**src/rtl/cpu_pkg.sv**
```systemverilog
// cpu_pkg: shared pipeline state encodings, opcode constants and register-hazard helper
package cpu_pkg;
  typedef enum logic [1:0] {RUN = 2'd0, WAIT = 2'd1, ERROR = 2'd2} state_t;
  localparam logic [6:0] OP_LOAD = 7'b0000011;
  localparam logic [6:0] OP_STORE = 7'b0100011;
  localparam logic [6:0] OP_JAL = 7'b1101111;
  localparam logic [6:0] OP_JALR = 7'b1100111;
  localparam logic [6:0] OP_BRANCH = 7'b1100011;
  function automatic logic reg_hazard(input logic [4:0] rs, input logic uses, input logic [4:0] rd);
    return uses && (rd != 5'd0) && (rs == rd);
  endfunction
endpackage

```
**src/rtl/hazard_detect.sv**
```systemverilog
// hazard_detect: combinational load-use comparator between ID sources and the load in EX
import cpu_pkg::*;
module hazard_detect (
  input  logic [4:0] id_rs1,
  input  logic [4:0] id_rs2,
  input  logic       id_uses_rs1,
  input  logic       id_uses_rs2,
  input  logic       ex_memory_read_enable,
  input  logic [4:0] ex_reg_write_address,
  output logic       hazard
);
  assign hazard = ex_memory_read_enable &&
                  (reg_hazard(id_rs1, id_uses_rs1, ex_reg_write_address) ||
                   reg_hazard(id_rs2, id_uses_rs2, ex_reg_write_address));
endmodule

```
**src/rtl/pipeline_hazard_ctrl.sv**
```systemverilog
// pipeline_hazard_ctrl: stall/flush sequencer with bus handshake, watchdog and stall counter
import cpu_pkg::*;
module pipeline_hazard_ctrl #(
  parameter int TIMEOUT_CYCLES = 256,
  parameter int CNT_W = 32
) (
  input  logic             clk,
  input  logic             rst,
  input  logic [4:0]       id_rs1,
  input  logic [4:0]       id_rs2,
  input  logic             id_uses_rs1,
  input  logic             id_uses_rs2,
  input  logic             ex_memory_read_enable,
  input  logic [4:0]       ex_reg_write_address,
  input  logic             ex_jump_flag,
  input  logic             mem_memory_read_enable,
  input  logic             mem_memory_write_enable,
  input  logic             bus_ack,
  output logic             bus_req,
  output logic             pc_stall,
  output logic             if_id_stall,
  output logic             id_ex_stall,
  output logic             ex_mem_stall,
  output logic             mem_wb_bubble,
  output logic             if_id_flush,
  output logic             id_ex_flush,
  output logic             bus_timeout,
  output logic [CNT_W-1:0] stall_count
);
  localparam int WD_W = TIMEOUT_CYCLES > 1 ? $clog2(TIMEOUT_CYCLES) : 1;
  state_t state, state_next;
  logic [WD_W-1:0] wd;
  logic hazard, mem_acc, run, hold, jmp, lu, expired;
  hazard_detect u_hd (
    .id_rs1(id_rs1),
    .id_rs2(id_rs2),
    .id_uses_rs1(id_uses_rs1),
    .id_uses_rs2(id_uses_rs2),
    .ex_memory_read_enable(ex_memory_read_enable),
    .ex_reg_write_address(ex_reg_write_address),
    .hazard(hazard)
  );
  always_comb begin
    mem_acc = mem_memory_read_enable | mem_memory_write_enable;
    run = state == RUN;
    expired = (TIMEOUT_CYCLES != 0) && (wd == WD_W'(TIMEOUT_CYCLES - 1));
    hold = rst && ((run && mem_acc) || (state == WAIT && !bus_ack) || (state == ERROR));
    jmp = rst && run && !mem_acc && ex_jump_flag;
    lu = rst && run && !mem_acc && !ex_jump_flag && hazard;
    state_next = run ? (mem_acc ? WAIT : RUN) :
                 state == WAIT ? (bus_ack ? RUN : expired ? ERROR : WAIT) : ERROR;
    pc_stall = hold | lu;
    if_id_stall = hold | lu;
    id_ex_stall = hold;
    ex_mem_stall = hold;
    mem_wb_bubble = hold;
    if_id_flush = jmp;
    id_ex_flush = jmp | lu;
  end
  assign bus_timeout = state == ERROR;
  always_ff @(posedge clk or negedge rst) begin
    if (!rst) begin
      state <= RUN;
      bus_req <= 1'b0;
      wd <= '0;
      stall_count <= '0;
    end else begin
      state <= state_next;
      bus_req <= state_next == WAIT;
      wd <= state == WAIT ? wd + 1'b1 : '0;
      if (pc_stall && !(&stall_count)) stall_count <= stall_count + 1'b1;
    end
  end
endmodule

```
**config.mk**
```make
export PLATFORM = sky130hd
export DESIGN_NAME = pipeline_hazard_ctrl
export DESIGN_NICKNAME = d
export VERILOG_FILES = /design/src/rtl/cpu_pkg.sv /design/src/rtl/hazard_detect.sv /design/src/rtl/pipeline_hazard_ctrl.sv
export SDC_FILE = /design/constraint.sdc
export NUM_CORES = 1
export LEC_CHECK = 0
export BUFFER_PORTS_ARGS = -buffer_cell sky130_fd_sc_hd__buf_2
export CORE_ASPECT_RATIO = 0.6
export CORE_UTILIZATION = 52
export DETAILED_ROUTE_END_ITERATION = 10
export PLACE_DENSITY = 0.8
export SYNTH_ARGS = -nofsm -noshare
export SYNTH_HDL_FRONTEND = slang
export SYNTH_SLANG_ARGS = --single-unit
```
**constraint.sdc**
```tcl
create_clock -name clk -period 2.37 [get_ports clk]
set_input_delay 0.3555 -clock clk [delete_from_list [all_inputs] [get_ports clk]]
set_output_delay 0.3555 -clock clk [all_outputs]
set_load 0.03 [all_outputs]
```
After elaboration in Yosys (flattened, before gate mapping). Cells that the tools add are included.

Register bits after elaboration: 43. Output and inout bits: 41.

Add/subtract/negate cells: 2. Equal/unequal tests: 6. Mux-type cells: 6. Bitwise operators: 3. Reduce and logical (&&, ||, !) cells: 24.

Operator list (number): $add A32 B1 Y32 const B (1); $reduce_and A32 Y1 (1); $logic_and A1 B1 Y1 (14); $eq A5 B5 Y1 (2); $add A8 B1 Y8 const B (1); $eq A8 B8 Y1 const B (1); $mux W2 (4); $mux W8 (1); $reduce_bool A5 Y1 (1); $eq A2 B1 Y1 const B (2); $logic_not A1 Y1 (4); $logic_or A1 B1 Y1 (3); $or A1 B1 Y1 (3); $eq A2 B2 Y1 const B (1); $logic_not A2 Y1 (1); $mux W1 (1).

Depth between registers and ports, before layout. Gate-level depths: netlist of the first run.

Depth in word-level cells: 8. Depth in mapped cells: 8. Mapped depth without buffers: 7.

Modules after synthesis. A second synthesis of the first run with hierarchy kept.

Cells, all modules: 215. Area, all modules: 2254.7 um^2.

By module, submodules not included: pipeline_hazard_ctrl (instances 1, cells each 198, area an instance 2120.8 um^2); hazard_detect (instances 1, cells each 17, area an instance 133.9 um^2).

Worst setup path before layout of the first run. OpenSTA, ideal clock, no wires.

Kind: reg2out. Start point: register state[1]. End point: output pc_stall. Arrival: 1.800 ns. Path slack: 0.214 ns. Stages on the path, launching flop included: 8. Path through: dfrtp_1 nand2b_1 buf_2 o22ai_1 and2_1 o21bai_2 buf_4 buf_4.

Word-level cells in the longest chain between the ends: 6.

RTL lines: from (decl) (line pipeline_hazard_ctrl.sv:31) `state_t state, state_next;`; from (signal assigned) (line pipeline_hazard_ctrl.sv:68) `state <= state_next;`; $eq A2 B1 Y1 or $logic_not A2 Y1 (tied branches) (line pipeline_hazard_ctrl.sv:47, pipeline_hazard_ctrl.sv:45); $logic_and A1 B1 Y1 (line pipeline_hazard_ctrl.sv:47) `hold = rst && ((run && mem_acc) || (state == WAIT && !bus_ack) || (state == ERROR));`; $logic_or A1 B1 Y1 (line pipeline_hazard_ctrl.sv:47); $logic_or A1 B1 Y1 * (line pipeline_hazard_ctrl.sv:47); $logic_and A1 B1 Y1 * (line pipeline_hazard_ctrl.sv:47); named net ex_mem_stall (line pipeline_hazard_ctrl.sv:23) `output logic ex_mem_stall,`; $or A1 B1 Y1 *; to (decl) (line pipeline_hazard_ctrl.sv:20) `output logic pc_stall,`.

The timed path passes the listed nets; every way through them passes the cells marked *.

Worst setup path in the final report of the first run.
Start point: input rst. End point: output pc_stall.

Word-level cells in the longest chain between the ends: 5.

RTL lines: from (decl) (line pipeline_hazard_ctrl.sv:8) `input logic rst,`; $logic_and A1 B1 Y1 (4 in series) (line pipeline_hazard_ctrl.sv:49) `lu = rst && run && !mem_acc && !ex_jump_flag && hazard;`; $or A1 B1 Y1 * (line pipeline_hazard_ctrl.sv:52) `pc_stall = hold | lu;`.

Mark *: on every way between the ends. The rest lies on a longest branch, timed or not.

==> results of run 1 <==
## registers in the layout, indices dropped and copies added, names as in the netlist
name         count
stall_count     32
bus_req          1
state            2
wd               8
## cell usage in the layout (no fill, tap or decap), types with 2 or more instances in the layout
| cell | Yosys | routed |
|---|---|---|
| and2_1 | 3 | 3 |
| or3_1 | 2 | 2 |
| ha_1 | 2 | 2 |
| and3b_1 | 2 | 2 |
| dfrtp_1 | 43 | 43 |
| o21ai_0 | 3 | 3 |
| nor2_1 | 18 | 18 |
| buf_2 | 2 | 61 |
| and4_1 | 4 | 4 |
| inv_1 | 3 | 3 |
| a21oi_1 | 2 | 2 |
| nor4_1 | 2 | 2 |
| nand3_1 | 22 | 22 |
| nand4_1 | 17 | 17 |
| xor2_1 | 11 | 11 |
| buf_4 | 6 | 9 |
| clkinv_2 | 0 | 3 |
| clkbuf_4 | 0 | 3 |
| xnor2_1 | 34 | 34 |
| and3_1 | 11 | 11 |
| nand2_1 | 8 | 8 |
| nand3b_1 | 2 | 2 |
| clkbuf_8 | 0 | 5 |
## metrics by stage
step           cell area [um^2]  setup slack [ns]
6_report                   2830             0.132
5_1_grt                    2830            0.0634
4_1_cts                    2780            0.0235
3_5_place_dp               2690             0.202
3_3_place_gp               2690             0.301
2_1_floorplan              2300             0.214
## path summary, 6_finish.rpt
path,start,to,slack [ns],depth (start not counted)
worst max-delay path,rst,pc_stall,0.13,7
worst min-delay path,bus_ack,state[1],0.38,3
worst max register to register,state[1],stall_count[19],0.29,9
worst min register to register,wd[0],wd[0],0.46,1
max in group asynchronous,rst,stall_count[21],1.45,3
min in group asynchronous,rst,stall_count[11],0.42,2
## power by group
| group | internal (W) | switching [W] | leakage (nW) | total (W) |
|---|---|---|---|---|
| registers | 0.000803 | 0.0000885 | 0.582 | 0.000892 |
| logic | 0.000160 | 0.000259 | 0.738 | 0.000419 |
| clock network | 0.000202 | 0.000250 | 0.0477 | 0.000452 |
## critical path: stages
cell	delay, ns
dlygate4sd3_1	0.52
clkbuf_4	0.19
and3b_1	0.20
o2111ai_2	0.12
o21bai_2	0.15
buf_6	0.15
clkbuf_4	0.19
## per-layer routing
layer  wire (um)  share of wire (%)  global-route usage [%]  vias up
met3         289                5.8                    5.83       10
met2        2040                 41                    35.3       57
met4          74                1.5                    9.02        0
met1        2550                 52                    32.0      888
li1            -                  -                       -      929
met5           0                  0                       0        -
## final cells by class
cell class	count	area [um^2]	area share, %
multi-input combinational	165	1160	41.2
sequential	43	1080	38.1
timing repair buffer	75	417	14.7
tap	60	75.1	2.65
clock buffer	5	68.8	2.43
clock inverter	3	15.0	0.531
inverter	3	11.3	0.398
## cell families after synthesis
| kind of cell | Yosys count | share of synthesized area (%) |
|---|---|---|
| muxes | 1 | 0.489 |
| AOI/OAI and AO/OA | 13 | 4.29 |
| xor gates and xnor gates | 45 | 17.1 |
| adders and majority gates | 2 | 1.09 |
| buffers and inverters | 11 | 2.88 |
| DFF | 43 | 46.7 |
| and+or+nand+nor | 104 | 27.4 |
## timing repair
action / 4_1_cts / 5_1_grt
endpoints found under the setup margin: 0 / 2
resized for setup: 0 / 5
endpoints found under the hold margin: 4 / 0
setup buffers: 0 / 4
hold buffers: 1 / 0
==> results by group, run 1 <==
Clock tree
  – CTS tree: built
  – CTS Sinks: 43
  – H-Tree Depth: 2
  – Clock tree buffer depth: 2
  – Clock root buffer master: clkbuf_8
  – Worst-Skew Late Latency: 0.30 ns
  – TritonCTS Buffers: 5
  – Clock-pin slew on the worst setup and hold paths: about 0.080 ns

Yosys
  – Flops & latches, synth: between 40 and 50
  – Post-synth ARST share: 100%
  – Register area share after synthesis: between 40% and 50%
  – Avg Inst Size Synth: 10.5 um^2
  – Synth top area cells: dfrtp_1 47%, xnor2_1 13%, nand3_1 4.8%
  – Dominant synthesized flop cell: dfrtp_1
  – Synth warnings: 0
  – Mapped Nets: about 250
  – Post-synth EDFFs: 0
  – Post-synth top cells: 43 x dfrtp_1, 34 x xnor2_1, 22 x nand3_1
  – Top-area cell type share of the netlist area: a little under half
  – Count leader, synth: dfrtp_1
  – Synth Instances: 219
  – Cell Area, Synth: 2300 um^2
  – Synth cell types: 41
  – Post-synth top area cell: dfrtp_1

Global route
  – Initial antenna violation count: 0
  – Vias in the first global route: roughly 1700
  – Largest net degree at the start of global routing: 24
  – Grt ovf: 0
  – First-pass GRT wire length: 8070 um
  – All-Layer GR Usage: 23.1%

Timing
  – Final setup violation count: 0
  – RSZ-0062 raised after global routing: false
  – Achievable Freq: about 450 MHz
  – Tcrit/Tclk final: 94.4%
  – Slew headroom: 63.5%
  – Fin Setup TNS: 0 ns
  – Skew final: 0.00842 ns
  – Final Hold Fails: 0
  – Slew Limit Fails: 0
  – WHS: 0.381 ns
  – Worst slew pin tran: between 0.5 and 0.6 ns
  – Fin crit period: 2.24 ns

Cells and area
  – Area growth, synth to finish: 22.8%
  – Finished Core Util: 67.9%
  – Layout Cells excl Fill: 354
  – Final nets: between 300 and 400
  – Layout cells sized above 1: 32.3%
  – Filler cells: 343
  – Diodes inserted: 0

Setup path
  – Crit path kind: input pin to output port
  – Endpoint class of the critical path: output port
  – Data required, critical path: 2.01 ns
  – Critical path peak fanout: 9
  – Startpoint Class: input pin
  – CP arrival: 1.88 ns

Detailed routing
  – WL/cell: between 10 and 15 um
  – Drt first pass iters: 4
  – DRT iter0 DRCs: 110
  – Via count: 1884
  – Final Routed Wirelength: 4960 um
  – DRT antenna net count: 0
  – Via density per instance: 5.32
  – Post-route DRC violation count: 0

Min path
  – Worst Hold Class: input pin to flip-flop

Outcome
  – Outcome: finished, final reports clean

Pwr
  – P_leak: 1.37 nW
  – Worst IR drop on VDD: 0.348 mV
  – Pwr Density: 623 nW/um^2
  – Tot Pwr: 0.00176 W

Flow run
  – Maxcap violations: 0

Floorplan
  – Die H: 53.5 um
  – Placeable core area: about 4200 um^2
  – Starting Density: 55.3%
  – DIE WIDTH: 87.9 um
  – Die footprint: 4710 um^2
  – Cell Rows: 18
  – Num ports: 65

Place
  – Placed cell count: 341
  – Dpl hpwl: 3690 um
  – IO buf count: 64
  – Placer Congestion: 0.762
No activity file was read; power rests on OpenSTA's default activity.
==> run 2, diff against run 1 <==
- clock period: 2.37 -> 2.55 ns (I/O delays scaled with it)
==> results by group, run 2 (synthesis gave the netlist of run 1 again) <==
Detailed routing
  – WL/cell: 14.2 um (was 14.0 um)
  – DRT antenna net count: 0 (unchanged)
  – Post-route DRC violation count: 0 (unchanged)
  – Final Routed Wirelength: 4940 um (was 4960 um)
  – Drt first pass iters: 4 (unchanged)
  – Via density per instance: 5.39 (was 5.32)
  – DRT iter0 DRCs: 108 (was 110)
  – Via count: 1869 (was 1884)

Clock tree
  – TritonCTS Buffers: 5 (unchanged)
  – H-Tree Depth: 2 (unchanged)
  – CTS tree: built (unchanged)
  – Worst-Skew Late Latency: 0.30 ns (about the same)
  – Clock root buffer master: clkbuf_8 (unchanged)
  – Clock tree buffer depth: 2 (unchanged)
  – CTS Sinks: 43 (unchanged)
  – Clock-pin slew on the worst setup and hold paths: 0.08 ns (about the same)
  – Post-CTS Setup Bufs: 0 (unchanged)

Cells and area
  – Layout Cells excl Fill: 347 (was 354)
  – Largest regs: stall_count (32), wd (8), state (2) (unchanged)
  – Area growth, synth to finish: 22.2% (was 22.8%)
  – Largest register FFs: 32 (unchanged)
  – Commonest non-fill, non-tap cell in the layout: buf_2 (unchanged)
  – Diodes inserted: 0 (unchanged)
  – Reg with most FFs: stall_count (unchanged)
  – Layout cells sized above 1: 30.3% (was 32.3%)
  – Commonest cells after routing, fill and taps aside: 64 x buf_2, 43 x dfrtp_1, 34 x xnor2_1, 22 x nand3_1, 18 x nor2_1 (was 61 x buf_2, 43 x dfrtp_1, 34 x xnor2_1, 22 x nand3_1, 18 x nor2_1)
  – Finished Core Util: 67.5% (was 67.9%)
  – Final nets: 312 (was 319)
  – Fin area: 2810 um^2 (was 2830 um^2)
  – Filler cells: 337 (was 343)

Place
  – Dpl hpwl: 3670 um (was 3690 um)
  – IO buf count: 64 (unchanged)
  – Placer Congestion: 0.814 (was 0.762)
  – Placed cell count: 339 (was 341)
  – Placed cell area: 2670 um^2 (was 2690 um^2)

Pwr
  – Logic gate share of total power: 20.4% (was 23.8%)
  – Tot Pwr: 0.00183 W (was 0.00176 W)
  – Flop pwr share: 45.5% (was 50.6%)
  – Internal power: 0.00127 W (was 0.00117 W)
  – Pwr Density: 650 nW/um^2 (was 623 nW/um^2)
  – Sw Share: 30.3% (was 33.9%)
  – P_leak: 1.35 nW (was 1.37 nW)
  – Clock power share: 34.2% (was 25.6%)
  – P_sw: 0.000553 W (was 0.000597 W)
  – Worst IR drop on VDD: 0.348 mV (about the same)

Setup path
  – Data required, critical path: 2.17 ns (was 2.01 ns)
  – Endpoint class of the critical path: output port (unchanged)
  – Critical path's slowest cell: dfrtp_1 (was dlygate4sd3_1)
  – Critical path peak fanout: 13 (was 9)
  – Reg2reg setup slack: 0.42 ns (was 0.29 ns)
  – CP arrival: 1.93 ns (was 1.88 ns)
  – Worst R2R Path Depth: 6 (was 9)
  – Crit path kind: flip-flop to output port (was input pin to output port)
  – Critical Path, Cell by Cell: nand2b_1 > o22ai_1 > and2_1 > o21bai_4 > buf_2 (was dlygate4sd3_1 > clkbuf_4 > and3b_1 > o2111ai_2 > o21bai_2 > buf_6 > clkbuf_4)
  – Crit path to: pc_stall (unchanged)
  – CP startpoint: state[1] (was rst)
  – RR Startpoint: stall_count[0] (was state[1])
  – Startpoint Class: flip-flop (was input pin)
  – FF-to-FF End: stall_count[30] (was stall_count[19])
  – Crit path largest cell delay: 0.43 ns (was 0.52 ns)

Timing
  – Worst slew pin tran: 0.617 ns (was 0.544 ns)
  – Final Hold Fails: 0 (unchanged)
  – RSZ-0062 raised after global routing: false (unchanged)
  – Slew Limit Fails: 0 (unchanged)
  – Fin Setup TNS: 0 ns (unchanged)
  – Tcrit/Tclk final: between 90% and 100%
  – Slew headroom: 58.6% (was 63.5%)
  – Final setup violation count: 0 (unchanged)
  – Fin crit period: 2.31 ns
  – Achievable Freq: 432 MHz
  – Skew final: 0.00943 ns (was 0.00842 ns)

Floorplan
  – Cell Rows: 18 (unchanged)
  – Starting Density: 55.3% (unchanged)
  – DIE WIDTH: 87.9 um (unchanged)
  – Die H: 53.5 um (unchanged)
  – Placeable core area: 4170 um^2 (unchanged)
  – Die footprint: 4710 um^2 (unchanged)
  – Num ports: 65 (unchanged)

Flow run
  – Maxcap violations: 0 (unchanged)

Outcome
  – Outcome: finished, final reports clean (unchanged)

Global route
  – First-pass GRT wire length: 7850 um (was 8070 um)
  – Vias in the first global route: 1693 (was 1725)
  – Grt ovf: 0 (unchanged)
  – Initial antenna violation count: 0 (unchanged)
  – Largest net degree at the start of global routing: 44 (was 24)
  – All-Layer GR Usage: 22.7% (was 23.1%)

Min path
  – Worst Hold Class: input pin to async pin (was input pin to flip-flop)
## run 2: cell count changes in the layout (fill, tap and decap cells not counted)
cell,before,now
bufinv_16,0,2
clkinv_2,3,0
buf_6,1,0
nor3_2,1,0
buf_2,61,64
buf_4,9,4
o21bai_4,0,1
dlygate4sd3_1,1,0
o21bai_2,1,0
nor3_1,1,2
clkbuf_4,3,0
clkbuf_1,0,1
## run 2: power by group through the flow
| stage | registers [W] | clock network [W] | logic, W |
|---|---|---|---|
| after CTS | 0.000829 | 0.000639 | 0.000375 |
| final | 0.000831 | 0.000624 | 0.000373 |
| after global placement | 0.000838 | 0 | 0.000368 |
| after floorplan | 0.000919 | 0 | 0.000168 |
| after global routing | 0.000842 | 0.000666 | 0.000405 |
| after detailed placement | 0.000841 | 0 | 0.000373 |
## run 2: layout make-up
cell class | count | area [um^2] | share of cell area, %
Clock buffer | 6 | 72.6 | 2.58
Clock inverter | 2 | 60.1 | 2.14
Tap cell | 60 | 75.1 | 2.67
Timing Repair Buffer | 68 | 350 | 12.5
Inverter | 3 | 11.3 | 0.400
Multi-Input combinational cell | 165 | 1170 | 41.5
Sequential cell | 43 | 1080 | 38.3
## run 2: metrics by stage
stage / hold slack (ns) / worst slack (ns)
floorplan: 0.0869 / 0.367
global placement: 0.450 / 0.328
detailed placement: 0.452 / 0.267
CTS: 0.205 / 0.0996
global route: 0.230 / 0.0590
finish: 0.187 / 0.236
## run 2: worst max-delay path, delay by kind of cell (launching register included)
kind                   cells  cell delay [ns]
and+or+nand+nor            2             0.52
DFF                        1             0.43
AOI/OAI and AO/OA          2             0.42
buffers and inverters      1             0.27
## run 2: worst min path at each step
stage | cells after the start | to | startpoint | slack, ns
floorplan | 0 | bus_req | rst | 0.09
global placement | 1 | wd[0] | wd[0] | 0.45
detailed placement | 1 | wd[0] | wd[0] | 0.45
CTS | 2 | stall_count[12] | rst | 0.21
global route | 2 | stall_count[12] | rst | 0.23
finish | 2 | wd[3] | rst | 0.19
## run 2: per-layer routing
| metal | global-route usage [%] | up-vias | wire length [um] |
|---|---|---|---|
| met5 | 0 | - | 0 |
| met4 | 8.74 | 0 | 64 |
| met3 | 5.83 | 6 | 266 |
| met2 | 32.9 | 59 | 2030 |
| met1 | 32.7 | 894 | 2590 |
| li1 | - | 910 | - |
## run 2: repair_timing
| action | CTS | global route |
|---|---|---|
| gates resized for setup | 0 | 1 |
| hold buffers | 0 | 0 |
| setup endpoints to repair | 0 | 2 |
